`config.mk`:
```
export PLATFORM = sky130hd
export DESIGN_NAME = serial_subtractor
export DESIGN_NICKNAME = d
export VERILOG_FILES = /design/src/rtl/sub_pkg.sv /design/src/rtl/full_subtractor.sv /design/src/rtl/serial_subtractor.sv
export SDC_FILE = /design/constraint.sdc
export NUM_CORES = 1
export LEC_CHECK = 0
export BUFFER_PORTS_ARGS = -buffer_cell sky130_fd_sc_hd__buf_2
export CORE_MARGIN = 5
export CORE_UTILIZATION = 50
export DETAILED_ROUTE_END_ITERATION = 10
export GPL_TIMING_DRIVEN = 0
export HOLD_SLACK_MARGIN = 0.1
export PLACE_DENSITY = 0.72
export SLEW_MARGIN = 10
export SYNTH_ARGS = -nofsm -noshare
export SYNTH_HDL_FRONTEND = slang
export SYNTH_SLANG_ARGS = --single-unit
```
`constraint.sdc`:
```
create_clock -name clk -period 1.9 [get_ports clk]
set_input_delay 0.57 -clock clk [delete_from_list [all_inputs] [get_ports clk]]
set_output_delay 0.57 -clock clk [all_outputs]
set_load 0.02 [all_outputs]
```
`src/rtl/sub_pkg.sv`:
```
// sub_pkg: shared state encoding and default width for the serial subtractor
package sub_pkg;
  typedef logic [1:0] state_t;
  localparam state_t IDLE  = 2'b00;
  localparam state_t SHIFT = 2'b01;
  localparam state_t DONE  = 2'b10;
  localparam int DEF_WIDTH = 4;
endpackage

```
`src/rtl/full_subtractor.sv`:
```
// full_subtractor: one-bit x - y - bi with difference and borrow out
module full_subtractor (
  input  logic x,
  input  logic y,
  input  logic bi,
  output logic dif,
  output logic bo
);
  assign dif = x ^ y ^ bi;
  assign bo  = (~x & y) | (~(x ^ y) & bi);
endmodule

```
`src/rtl/serial_subtractor.sv`:
```
// serial_subtractor: bit-serial a - b - bin, LSB first, start/busy/done handshake
module serial_subtractor
  import sub_pkg::*;
#(
  parameter int WIDTH = DEF_WIDTH
) (
  input  logic             clk,
  input  logic             rst_n,
  input  logic             start,
  input  logic [WIDTH-1:0] a,
  input  logic [WIDTH-1:0] b,
  input  logic             bin,
  output logic             busy,
  output logic             done,
  output logic [WIDTH-1:0] d,
  output logic             bout
);
  localparam int CW = $clog2(WIDTH + 1);
  state_t state;
  logic [WIDTH-1:0] sa, sb, acc;
  logic [WIDTH:0] ext;
  logic [CW-1:0] cnt;
  logic br, dif, bo, accept, last;
  full_subtractor u_fs (.x(sa[0]), .y(sb[0]), .bi(br), .dif(dif), .bo(bo));
  assign ext    = {dif, acc};
  assign accept = start && state != SHIFT;
  assign last   = cnt == CW'(WIDTH - 1);
  assign busy   = state == SHIFT;
  // FSM, operand shifting and result capture; a start in DONE restarts directly
  always_ff @(posedge clk or negedge rst_n) begin
    if (!rst_n) begin
      state <= IDLE;
      sa    <= '0;
      sb    <= '0;
      acc   <= '0;
      br    <= 1'b0;
      cnt   <= '0;
      d     <= '0;
      bout  <= 1'b0;
      done  <= 1'b0;
    end else begin
      done <= 1'b0;
      if (accept) begin
        sa    <= a;
        sb    <= b;
        br    <= bin;
        acc   <= '0;
        cnt   <= '0;
        state <= SHIFT;
      end else if (state == SHIFT) begin
        sa  <= sa >> 1;
        sb  <= sb >> 1;
        br  <= bo;
        acc <= ext[WIDTH:1];
        cnt <= cnt + CW'(1);
        if (last) begin
          d     <= ext[WIDTH:1];
          bout  <= bo;
          done  <= 1'b1;
          state <= DONE;
        end
      end else begin
        state <= IDLE;
      end
    end
  end
endmodule

```
* After elaboration in Yosys (flattened, before gate mapping)
Cells that the tools add are included.
** Storage, ports and cells
- Register bits :: 24
- Bits of input ports :: 12
- Output and inout port bits :: 7
- Word-level logic and storage cells :: 41
** Operators by class
- Add/sub/neg operators :: 1
- Eq/ne operators :: 4
- Muxes and demuxes :: 16
- Bitwise gates (word level) :: 8
- Reductions and logical operators :: 3
** Operators by type and width (number)
- 4-bit 2-to-1 mux :: 6
- 2-bit 2-to-1 mux :: 3
- 3-bit 2-to-1 mux :: 2
- 1-bit 2-to-1 mux :: 5
- 3-bit by 1-bit adder with 3-bit output, second input constant :: 1
- 3-bit by 2-bit equality test with 1-bit output, second input constant :: 1
- 3-bit by 1-bit inequality test with 1-bit output, second input constant :: 1
- 1-bit NOT :: 3
- 3-bit AND reduction :: 1
- 1-bit AND :: 2
- 2-bit by 1-bit equality test with 1-bit output, second input constant :: 1
- 2-bit by 1-bit inequality test with 1-bit output, second input constant :: 1
- 2-bit nonzero test :: 1
- 1-bit bitwise XOR :: 2
- 1-bit logical AND :: 1
- 1-bit bitwise OR :: 1

* Longest topological paths before layout
- Depth in word-level cells :: 6
- Mapped depth :: 5
- Depth with buffers taken out :: 4

* Cells and area by module
From an unflattened synthesis, not the netlist that was laid out.
** Second synthesis, totals
- Cells, all modules :: 75
- Area total of the unflattened synthesis :: 1066.0 µm²
** By module, submodules not included
- serial_subtractor :: times used 1, cells an instance 71, area each 1034.7 µm², seq. area each 575.6 µm²
- full_subtractor :: times used 1, cells an instance 4, area each 31.3 µm², seq. area each 0.0 µm²

* Least setup slack after synthesis
No wires, ideal clock.
- Path type :: register to output
- Start :: register state[1]
- End :: output busy
- Arrival time :: 0.932 ns
- Data required time :: 1.330 ns
- Setup slack :: 0.398 ns
- Cell stages (with the launch flop) :: 5
- Path buffers :: 2
- Path through :: dfrtp_1 nand2b_1 buf_6 buf_12 inv_1
** On the way
- Longest elaborated chain between the ends :: 1
** Ends and longest elaborated chain
- from (decl) :: RTL line serial_subtractor.sv:19 : state_t state;
- from (signal assigned) :: RTL line serial_subtractor.sv:32 : state <= IDLE;
- from (signal assigned) :: RTL line serial_subtractor.sv:49 : state <= SHIFT;
- from (signal assigned) :: RTL line serial_subtractor.sv:60 : state <= DONE;
- 2-bit by 1-bit equality test with 1-bit output :: RTL line serial_subtractor.sv:28 : assign busy = state == SHIFT;
- to (decl) :: RTL line serial_subtractor.sv:13 : output logic busy,
No other way between the ends.

* Worst setup path after layout
- Start :: register state[0]
- End :: output busy
Same word-level chain as after synthesis.

==> run summary <==
CTS tree: done
layout cells sized above 1: 45.3%
Routed Antenna Nets: 0
die width: 57.1 um
Fin Hold WS: 0.222 ns
Vias/cell: 4.77
largest family of logic cells by synthesized area: multiplexers
DP HPWL: 1210 um
PwrDens: 1550 nW/um^2
Final TNS setup: 0 ns
Post-Syn Area per Cell: 14.8 um^2
Synth Net Count: 90
Synth Area in Compound Gates: 0.676%
die area: 3260 um^2
diodes inserted: 0
Most common cell on crit path: buf_6
most frequent cells in the layout: dfrtp_1 (23), buf_2 (16), mux2_4 (10)
clk_skew: 0.00623 ns
worst-margin pin slew: 0.506 ns
critical path's largest stage delay: 0.43 ns
initial DRC count: 1
peak supply drop: 0.916 mV
endpoints failing hold: 0
worst r2r src: cnt[0]$_DFFE_PN0P_
Yosys reg bits: 23
initial antenna violation count: 0
Max-Cap Viols: 0
type of the worst setup path: reg -> out
Max clock buf depth: 2
post-CTS setup buffer count: 0
core area: 2170 um^2
Clock transition at path regs: 0.12 ns
sequential-to-total area share from yosys stat: 51.8%
gr ovfl total: 0
filler instances: 194
RSZ-0062 raised after global routing: false
Worst EP required: 1.33 ns
minimum clock period: 1.77 ns
via count: 587
Syn Std Cell Area: 1110 um^2
fin nets: 111
PostCTS Resize Cnt: 3
drt wl/cell: 13.1 um
post-synthesis cell count: 75
DIE HEIGHT: 57.1 um
Slew HR: 66.2%
worst reg2reg path endpoint: d[3]$_DFFE_PN0P_
Fmax achieved: 566 MHz
Synthesis Warnings: 0
Rows: 17
worst slack at placement: 0.277 ns
post-synthesis simple-gate area fraction: 5.52%
count of cell types in the netlist: 16
DR pass1 iterations: 2
Lkg Pwr: 0.658 nW
reg2reg setup slack: 0.34 ns
Setup crit start kind: register
final max-slew violation count: 0
DRC: 0
initial core utilization: 51.2%
Multi-input gate area: 454 um^2
cts bufs inserted: 3
mux contribution to synthesized area: 30.0%
pin count of the biggest net entering global routing: 24
clock sink count: 23
Post-CTS Hold Buffers: 0
Synth Area in Adders: 4.05%
GP Congestion: 0.648
final-report setup violation count: 0
IO Pins: 19
worst setup path endpoint: busy
most common cell after layout, fill and taps aside: dfrtp_1
Area after DPL: 1230 um^2
WP data arrival: 1.20 ns
first-pass GRT wire length: 3090 um
fin area: 1250 um^2
critical path cell sequence: nand2b_4, buf_6, inv_4, buf_6
Final Power: 1.94 mW
DRT Wirelength: 1610 um
worst reg2reg path depth: 4
Final period util: 93.0%
run status: finished clean
IO buf count: 17
HP Class: in -> async
GRT Util Overall: 12.3%
H-tree Lvls: 1
worst-skew pair later-pin latency: 0.30 ns
vias in the first global route: 682
crit path max fanout: 14
clock root cell: clkbuf_4
XOR/XNOR Fraction of Synth Area: 0%
Final WS setup: 0.133 ns
FF+latch area: 576 um^2
CP max stage cell: dfrtp_1
CP Launch Point: state[0]$_DFFE_PN0P_
critical path capture point type: output pin
area delta synth->final: 12.8%
==> flip-flops by register name (all words and copies together) (netlist names) <==
signal,count
bout,1
sb,4
acc,3
state,2
cnt,3
d,4
done,1
sa,4
br,1
==> per-stage QoR <==
stage | instances | utilization (%)
finish | 123 | 57.8
global route | 123 | 57.8
CTS | 124 | 58.2
detailed placement | 120 | 56.7
global placement | 120 | 56.7
floorplan | 75 | -
==> Yosys cell counts (all sizes together) <==
library cell,count,share of area (%)
o21a,1,0.68
and2b,2,1.4
nor2b,2,1.1
buf,4,5.6
fa,1,1.8
mux2i,7,6.3
mux2,20,24
inv,7,2.4
ha,2,2.3
dfrtp,23,52
nand3b,1,0.68
nand2b,3,1.7
nor2,2,0.68
==> final cells by class <==
cell class	instances	area share, %
plain buffers	3	3.39
multi-input cells	41	36.2
well taps	28	2.79
repair buffers	17	7.29
inverters	7	2.30
clock buffers	4	2.10
flip-flops and latches	23	45.9
==> per-layer routing <==
| metal | track usage [%] | vias up | routed length, um |
|---|---|---|---|
| met5 | 0 | - | 0 |
| met4 | 5.96 | 0 | 19 |
| met3 | 3.17 | 2 | 91 |
| met2 | 19.7 | 13 | 732 |
| met1 | 15.4 | 283 | 770 |
| li1 | - | 289 | - |
==> logic make-up (layout without fill, tap and decap cells) <==
group	count (synthesis)	in the layout
fa+ha+maj	3	3
simple gates	10	10
compound gates	1	1
flops	23	23
buf+inv	11	31
mux	27	27
==> worst min-delay path by stage <==
stage	slack, ns	end	from	depth (start not counted)
after global placement	0.47	cnt[0]$_DFFE_PN0P_	cnt[0]$_DFFE_PN0P_	1
after global routing	0.24	state[0]$_DFFE_PN0P_	rst_n	1
after detailed placement	0.48	cnt[0]$_DFFE_PN0P_	cnt[0]$_DFFE_PN0P_	1
after floorplan	0.27	acc[1]$_DFFE_PN0P_	rst_n	0
after CTS	0.23	d[0]$_DFFE_PN0P_	rst_n	1
final	0.22	sa[0]$_DFFE_PN0P_	rst_n	1
==> critical path: cells and delay by family, from the launching register on <==
kind	cells	cell delay, ns
buf+inv	3	0.39
simple gates	1	0.08
flops	1	0.43
==> where the power goes <==
group / switching (mW) / internal (mW) / leakage, nW / total, mW
Clock: 0.134 / 0.0817 / 0.0150 / 0.215
Combinational: 0.399 / 0.519 / 0.353 / 0.917
Sequential: 0.109 / 0.702 / 0.290 / 0.810
(Power assumes the default switching activity.)
